[config.mk]
export PLATFORM = sky130hd
export DESIGN_NAME = vga_timing_counter
export DESIGN_NICKNAME = d
export VERILOG_FILES = /design/src/rtl/vga_timing_pkg.sv /design/src/rtl/vga_timing_counter_pixel_tick_div.sv /design/src/rtl/vga_timing_counter.sv
export SDC_FILE = /design/constraint.sdc
export NUM_CORES = 1
export LEC_CHECK = 0
export CAP_MARGIN = 20
export CELL_PAD_IN_SITES_DETAIL_PLACEMENT = 0
export CELL_PAD_IN_SITES_GLOBAL_PLACEMENT = 1
export CORE_MARGIN = 10
export CORE_UTILIZATION = 38
export DETAILED_ROUTE_END_ITERATION = 12
export GPL_ROUTABILITY_DRIVEN = 0
export PLACE_DENSITY = 0.95
export SLEW_MARGIN = 20
export SYNTH_ARGS = -nofsm -noshare
export SYNTH_HDL_FRONTEND = slang
export SYNTH_SLANG_ARGS = --single-unit
[constraint.sdc]
create_clock -name clk -period 4 [get_ports clk]
set_input_delay 0.8 -clock clk [delete_from_list [all_inputs] [get_ports clk]]
set_output_delay 0.8 -clock clk [all_outputs]
set_load 0.1 [all_outputs]
[src/rtl/vga_timing_pkg.sv]
// Shared 640x480@60 VGA timing constants, used by the timing counter and the
// downstream sync FSMs so that every block agrees on the frame geometry.
`timescale 1ns/1ps
package vga_timing_pkg;

    localparam int COUNT_W     = 12;

    localparam int CLK_DIV     = 4;
    localparam int H_TOTAL     = 800;
    localparam int V_TOTAL     = 521;
    localparam int H_ACT_START = 144;
    localparam int H_ACT_END   = 783;
    localparam int V_ACT_START = 31;
    localparam int V_ACT_END   = 510;

    // Sync pulses sit at the start of each line/frame, followed by the back porch.
    localparam int H_SYNC_W    = 96;
    localparam int V_SYNC_W    = 2;
    localparam int H_BP_START  = H_SYNC_W;
    localparam int H_FP_START  = H_ACT_END + 1;
    localparam int V_BP_START  = V_SYNC_W;
    localparam int V_FP_START  = V_ACT_END + 1;

    function automatic logic in_window(input logic [COUNT_W-1:0] val,
                                       input int lo, input int hi);
        return (val >= COUNT_W'(lo)) && (val <= COUNT_W'(hi));
    endfunction

endpackage

[src/rtl/vga_timing_counter_pixel_tick_div.sv]
// Prescaler dividing the system clock down to a one-cycle pixel-tick enable;
// it holds its phase while en is low so no tick is lost or duplicated.
`timescale 1ns/1ps
module pixel_tick_div
#(
    parameter int CLK_DIV = 4
)
(
    input  logic clk,
    input  logic reset,
    input  logic en,
    output logic tick
);
    import vga_timing_pkg::*;

    localparam int DIV_W = $clog2(CLK_DIV);
    localparam logic [DIV_W-1:0] DIV_LAST = DIV_W'(CLK_DIV - 1);

    logic [DIV_W-1:0] div_cnt_q;
    logic [DIV_W-1:0] div_cnt_d;

    always_comb begin
        div_cnt_d = div_cnt_q;
        tick      = 1'b0;
        if (en) begin
            tick      = (div_cnt_q == DIV_LAST);
            div_cnt_d = tick ? '0 : div_cnt_q + DIV_W'(1);
        end
    end

    always_ff @(posedge clk or posedge reset) begin
        if (reset) begin
            div_cnt_q <= '0;
        end else begin
            div_cnt_q <= div_cnt_d;
        end
    end

endmodule

[src/rtl/vga_timing_counter.sv]
// Free-running H/V timing counter for the VGA path: pixel/line/frame pulses
// for the sync FSMs plus active-window flag and pixel coordinates for fetch.
`timescale 1ns/1ps
module vga_timing_counter
#(
    parameter int CLK_DIV     = vga_timing_pkg::CLK_DIV,
    parameter int H_TOTAL     = vga_timing_pkg::H_TOTAL,
    parameter int V_TOTAL     = vga_timing_pkg::V_TOTAL,
    parameter int H_ACT_START = vga_timing_pkg::H_ACT_START,
    parameter int H_ACT_END   = vga_timing_pkg::H_ACT_END,
    parameter int V_ACT_START = vga_timing_pkg::V_ACT_START,
    parameter int V_ACT_END   = vga_timing_pkg::V_ACT_END
)
(
    input  logic        clk,
    input  logic        reset,
    input  logic        en,
    output logic [11:0] H_count,
    output logic [11:0] V_count,
    output logic        H_counter_enable,
    output logic        V_counter_enable,
    output logic        frame_start,
    output logic        active,
    output logic [9:0]  pix_x,
    output logic [8:0]  pix_y
);
    import vga_timing_pkg::*;

    localparam logic [COUNT_W-1:0] H_LAST = COUNT_W'(H_TOTAL - 1);
    localparam logic [COUNT_W-1:0] V_LAST = COUNT_W'(V_TOTAL - 1);

    logic [COUNT_W-1:0] h_count_q;
    logic [COUNT_W-1:0] h_count_d;
    logic [COUNT_W-1:0] v_count_q;
    logic [COUNT_W-1:0] v_count_d;
    logic               pix_tick;
    logic               line_end;
    logic               frame_end;

    pixel_tick_div #(
        .CLK_DIV (CLK_DIV)
    ) u_pixel_tick_div (
        .clk   (clk),
        .reset (reset),
        .en    (en),
        .tick  (pix_tick)
    );

    // Pixel, line and frame wraps all resolve on the same edge.
    always_comb begin
        line_end  = pix_tick && (h_count_q == H_LAST);
        frame_end = line_end && (v_count_q == V_LAST);
        h_count_d = h_count_q;
        v_count_d = v_count_q;
        if (pix_tick) begin
            h_count_d = line_end ? '0 : h_count_q + COUNT_W'(1);
        end
        if (line_end) begin
            v_count_d = frame_end ? '0 : v_count_q + COUNT_W'(1);
        end
    end

    always_ff @(posedge clk or posedge reset) begin
        if (reset) begin
            h_count_q <= '0;
            v_count_q <= '0;
        end else begin
            h_count_q <= h_count_d;
            v_count_q <= v_count_d;
        end
    end

    always_comb begin
        H_count          = h_count_q;
        V_count          = v_count_q;
        H_counter_enable = pix_tick;
        V_counter_enable = line_end;
        frame_start      = frame_end;
        active           = in_window(h_count_q, H_ACT_START, H_ACT_END) &&
                           in_window(v_count_q, V_ACT_START, V_ACT_END);
        pix_x            = '0;
        pix_y            = '0;
        if (active) begin
            pix_x = 10'(h_count_q - COUNT_W'(H_ACT_START));
            pix_y = 9'(v_count_q - COUNT_W'(V_ACT_START));
        end
    end

endmodule

==> results of run 1 <==
## state kept, by name, summed over array words and instances, names as in the netlist
| signal | cells |
|---|---|
| H_count | 12 |
| V_count | 12 |
| u_pixel_tick_div.div_cnt_q | 2 |
## power by group
part           switching, mW  internal (mW)
clock                 0.0855         0.0676
sequential            0.0459          0.295
combinational          0.274         0.0936
total                  0.405          0.457
## logic make-up (layout without fill, tap and decap cells)
kind of cell,Yosys count,after routing,synth area share (%)
XOR/XNOR,19,19,9.243
multiplexers,7,7,4.378
AND/OR/NAND/NOR,92,92,28.28
buffers and inverters,26,67,6.879
flip-flops,26,26,36.14
adder cells (fa/ha/maj),10,10,6.949
AO/OA/AOI/OAI,23,23,8.131
## layer usage
metal / routed length [um] / GRT usage [%] / up-vias
li1: - / - / 799
met4: 68 / 4.846 / 0
met5: 0 / 0 / -
met3: 301 / 2.757 / 4
met1: 2176 / 16.39 / 761
met2: 2280 / 19.48 / 45
## final cells by class
class,instances,area [um^2]
inverter,12,45.04
sequential,26,650.6
fill,407,2049
clock buffer,3,41.29
tap,52,65.06
multi-input combinational,151,1142
timing repair buffer,52,480.5
## metrics by stage
step	instance area, um^2	utilization [%]	hold WS [ns]	power [mW]	cells
6_report	2425	54.19	0.5251	0.8620	296
5_1_grt	2425	54.19	0.5461	0.9073	296
4_1_cts	2425	54.19	0.5262	0.8685	296
3_5_place_dp	2384	53.27	0.5045	0.7165	293
3_3_place_gp	2384	53.27	0.5008	0.7093	293
2_1_floorplan	1917	-	0.4848	0.6249	203
## placed cells by master, fill, tap and decap left out, types with 4 or more instances in the layout
cell             instances
nor2_1                  17
nand4_1                  6
o21ai_0                  9
nand2_1                 10
buf_4                   24
dfrtp_1                 26
inv_1                   10
ha_1                    10
mux2_2                   5
xnor2_1                 11
and3_1                   5
nor3_2                  15
clkdlybuf4s50_1         26
xor2_1                   8
a21oi_1                  4
nand3_1                 15
## worst max-delay path by stage
| stage | start | to | slack (ns) | cells after the start |
|---|---|---|---|---|
| floorplan | H_count[4]$_DFFE_PP0P_ | pix_y[6] | -0.31 | 7 |
| global placement | V_count[0]$_DFFE_PP0N_ | pix_y[7] | 0.83 | 7 |
| detailed placement | V_count[0]$_DFFE_PP0N_ | pix_y[5] | 0.79 | 7 |
| CTS | V_count[0]$_DFFE_PP0N_ | pix_y[5] | 0.48 | 7 |
| global route | V_count[0]$_DFFE_PP0N_ | pix_y[4] | 0.33 | 7 |
| finish | V_count[0]$_DFFE_PP0N_ | pix_y[5] | 0.49 | 7 |
==> run metrics, run 1 <==
total CTS buffers 3; clk_lat worst skew 0.27 ns; number of global-route vias before repair 1,495; global-route wire length before repair 7797 um; hold path depth 1; post-DP HPWL 3593 um; CTS tree built; Hold EP u_pixel_tick_div.div_cnt_q[1]$_DFFE_PP0P_; fmax 284.7 MHz; cell count of the worst reg-to-reg path 5; n_diodes 0; Pwr per Cell Area 355.5 nW/um^2; initial cell density of the core 40.24%; Least-Margin Pin Slew 0.9856 ns; Critical Path Max Stage Delay 0.55 ns; layout cells sized above 1 24.18%; crit path cell chain ha_1 > and4_1 > nand2b_1 > o211ai_2 > buf_4 > nor3_2 > buf_4; gr usage total 12.50%; Die Span Y 88.84 um; Residual DRC 0; count leader, synth dfrtp_1; Worst Path Buf+Inv 2; startpoint types register; Std-Cell Rows 24; drt wl/cell 16.31 um; Mapped Area 1800 um^2; clk_skew 0.003812 ns; CTS root buffer clkbuf_8; slowest library cell on the worst path o211ai_2; final hold violation count 0; pin count of the biggest net entering global routing 27; Die ar. 7892 um^2; Setup WS pre-CTS 0.7865 ns; clock transition at the registers of the reported paths 0.09 ns; Area Overhead vs Synth 34.68%; period utilization 87.81%; maxcap violations 0; Hold Startpoint u_pixel_tick_div.div_cnt_q[1]$_DFFE_PP0P_; Max-slew headroom 34.09%; Core Box Area 4474 um^2; Syn Nets 216; hold_buf cts 0; kind of critical path register to primary output; crit-path leading delay family buffers and inverters; vias 1,609; synth warn 0; die width 88.84 um; Pre-antenna DRT Iters 4; post-synthesis sequential area ratio 36.14%; Total Nets Final 259; LEAKAGE 1.047 nW; number of buffers added on ports 49; Yosys reg bits 26; initial antenna violation count 0; Post-synth EDFFs 0; Yosys top cell by area dfrtp_1; initial DRC count 71; average via count per standard cell 5.436; remaining antenna violation count 0; crit path setup slack, layout 0.4875 ns; post-CTS resize count 0; setup TNS 0 ns; Final Setup Violations 0; Most Frequent Cell on Critical Path buf_4; Post-Synthesis Cells 203; crit path DAT 2.71 ns; CP Max Fanout 11; top cell types by occurrence after synthesis 26 x dfrtp_1, 19 x nor3_1, 18 x nor2_1, 15 x nand3_1; Clock Path Buffers 2; Slew Limit Fails 0; top cell type's share of synthesized area 36.14%; Final min period 3.512 ns; GRT overflow 0; reg-to-reg critical path startpoint H_count[7]$_DFFE_PP0P_; maximum VDD drop 530.2 uV; H-Tree Depth 1; main flop type after synthesis dfrtp_1; Worst R2R Setup Slack 1.75 ns; Synth async-reset ratio 100.0%; I/O pin cnt 50; final WL 4828 um; status completed; clk sinks 26; HP Class register to register; Syn Area/Cell 8.869 um^2; FF-to-FF End V_count[4]$_DFFE_PP0N_; top cells by area, synth dfrtp_1 36%, ha_1 6.9%, xnor2_1 5.4%; post-CTS setup buffers 0; Cell variety after synth 41; Worst Path Required 3.20 ns; CP endpoint kind primary output; RSZ-0062 raised after global routing false
Power figures use the tool's default switching activity.
==> run 2: changes to the inputs <==
- GPL_ROUTABILITY_DRIVEN: 0 -> unset
==> results of run 2 <==
No change in the layout: final DEF, timing and power equal those of run 1.
==> run 3: changes to the inputs <==
- ABC_AREA: unset -> 1
- CORE_MARGIN: 10 -> unset
==> run metrics, run 3 <==
status completed; setup TNS 0 ns (unchanged); CP endpoint kind primary output; clk_lat worst skew 0.27 ns (about the same); top cell types by occurrence after synthesis 67 x nand2_1, 38 x inv_1, 33 x nor2_1, 26 x dfrtp_1; post-synthesis sequential area ratio 31.40% (-4.7 points); CP Max Fanout 12 (+1); clk_skew 0.004424 ns (+0.0006120 ns); Std-Cell Rows 26 (+8.3%); kind of critical path register to primary output; HP Class register to register; Area Overhead vs Synth 37.62%; Syn Nets 306 (+42%); clock transition at the registers of the reported paths 0.09 ns (about the same); synth warn 0 (unchanged); CTS tree built; Final Setup Violations 0 (unchanged); Yosys reg bits 26 (unchanged); Worst Path Buf+Inv 3 (+1); Residual DRC 0 (unchanged); gr usage total 19.96% (+7.5 points); most frequent cells in the layout 67 x nand2_1, 37 x inv_1, 33 x nor2_1; vias 1,983 (+23%); crit path cell chain inv_1 > ha_1 > nand2_1 > nand2_1 > nand3_1 > nand4_2 > buf_4 > nor2_2 > buf_12; final hold violation count 0 (unchanged); n_diodes 0 (unchanged); Least-Margin Pin Slew 0.9783 ns (-0.007371 ns); Die ar. 5752 um^2 (-27%); RSZ-0062 raised after global routing false; Synth async-reset ratio 100.0% (unchanged); Max-slew headroom 34.58% (+0.49 points); Mapped Area 2072 um^2 (+15%); final WL 5242 um (+8.6%); Pwr per Cell Area 393.3 nW/um^2 (+11%); post-DP HPWL 4109 um (+14%); period utilization 84.10% (-3.7 points); Total Nets Final 353 (+36%); crit-path leading delay family simple AND/OR/NAND/NOR gates; fmax 297.3 MHz (+4.4%); global-route wire length before repair 8666 um (+11%); Cell variety after synth 27 (-34%); GRT overflow 0 (unchanged); number of buffers added on ports 49 (unchanged); Worst Path Required 3.20 ns (about the same); top cells by area, synth dfrtp_1 31%, nand2_1 12%, inv_1 6.9%; Slew Limit Fails 0 (unchanged); startpoint types register; Post-synth EDFFs 0 (unchanged); post-CTS setup buffers 0 (unchanged); total CTS buffers 3 (unchanged); commonest non-fill, non-tap cell in the layout nand2_1; H-Tree Depth 1 (unchanged); Critical Path Max Stage Delay 0.53 ns (-0.02 ns); Final min period 3.364 ns (-0.1483 ns); pin count of the biggest net entering global routing 27 (unchanged); Post-Synthesis Cells 293 (+44%); count leader, synth nand2_1; Most Frequent Cell on Critical Path nand2_1; hold_buf cts 0 (unchanged); maximum VDD drop 492.6 uV (-7.1%); remaining antenna violation count 0 (unchanged); Syn Area/Cell 7.072 um^2 (-20%); average via count per standard cell 4.860 (-11%); Die Span Y 75.84 um (-15%); initial cell density of the core 40.06% (-0.18 points); LEAKAGE 1.234 nW (+18%); layout cells sized above 1 18.34% (-5.8 points); post-route cell area 2851 um^2 (+18%); I/O pin cnt 50 (unchanged); top cell type's share of synthesized area 31.40% (-4.7 points); main flop type after synthesis dfrtp_1; Yosys top cell by area dfrtp_1; Core Box Area 5172 um^2 (+16%); initial antenna violation count 0 (unchanged); dpl cell area 2810 um^2 (+18%); drt wl/cell 12.85 um (-21%); CTS root buffer clkbuf_8; die width 75.84 um (-15%); crit path DAT 2.56 ns (-0.15 ns); clk sinks 26 (unchanged); Clock Path Buffers 2 (unchanged); post-CTS resize count 0 (unchanged); Pre-antenna DRT Iters 7 (+3); initial DRC count 91 (+28%); slowest library cell on the worst path dfrtp_1; routability cong. 0.9224; maxcap violations 0 (unchanged); number of global-route vias before repair 1,846 (+23%)
run 3: through the flow:
step                util, %  power [mW]  setup WS, ns  instances  hold WS (ns)
floorplan                 -      0.8374        0.1022        293        0.4472
global route          55.13       1.179        0.4323        408        0.5317
detailed placement    54.33      0.9694        0.7405        405        0.4768
finish                55.13       1.121        0.6359        408        0.4873
CTS                   55.13       1.131        0.5860        408        0.4910
global placement      54.33      0.9620        0.8052        405        0.4631
run 3: worst paths after layout:
check	startpoint	to	slack (ns)	depth (start not counted)
max in group asynchronous	reset	u_pixel_tick_div.div_cnt_q[0]$_DFFE_PP0P_	2.71	2
min in group asynchronous	reset	H_count[0]$_DFFE_PP0P_	0.90	2
hold / removal	u_pixel_tick_div.div_cnt_q[0]$_DFFE_PP0P_	u_pixel_tick_div.div_cnt_q[0]$_DFFE_PP0P_	0.49	1
hold reg to reg	u_pixel_tick_div.div_cnt_q[0]$_DFFE_PP0P_	u_pixel_tick_div.div_cnt_q[0]$_DFFE_PP0P_	0.49	1
setup / recovery	H_count[4]$_DFFE_PP0P_	pix_y[6]	0.64	9
setup reg to reg	H_count[5]$_DFFE_PP0P_	V_count[6]$_DFFE_PP0N_	2.24	9
run 3: cell type report:
cell class	count	area [um^2]
multi-input combinational	218	1199
clock buffer	3	41.29
tap	70	87.58
sequential	26	650.6
timing repair buffer	51	723.2
inverter	40	150.1
fill	480	2321
run 3: layer usage:
metal	share of wire (%)	global-route usage [%]	wire length, um	vias to the layer above
met5	0	0	0	-
met4	2.2	7.613	113	0
met3	4.1	1.852	213	9
li1	-	-	-	1015
met2	46	31.86	2435	62
met1	47	27.92	2479	897
run 3: power breakdown:
group | total, mW | leakage, nW | internal (mW) | switching [mW]
combinational | 0.589 | 0.904 | 0.139 | 0.450
clock | 0.155 | 0.0216 | 0.0677 | 0.0868
sequential | 0.378 | 0.308 | 0.308 | 0.0698
total | 1.12 | 1.23 | 0.515 | 0.607
run 3: cells by family (layout without fill, tap and decap cells):
kind of cell | count (synthesis) | count (layout) | synth area share (%)
compound gates | 22 | 22 | 5.495
xor+xnor | 14 | 14 | 5.918
fa+ha+maj | 10 | 10 | 6.039
buf+inv | 49 | 94 | 10.75
flops | 26 | 26 | 31.40
mux | 1 | 1 | 0.5434
simple gates | 171 | 171 | 39.85
run 3: worst register-to-register path, cell delays in order, from the launching register on:
cell and delay, ns:
dfrtp_1 0.41, inv_1 0.20, ha_1 0.24, nand2_1 0.07, nor2_2 0.09, nand2_2 0.09, nor2_4 0.25, inv_1 0.17
nand2_1 0.08, o21ai_1 0.06
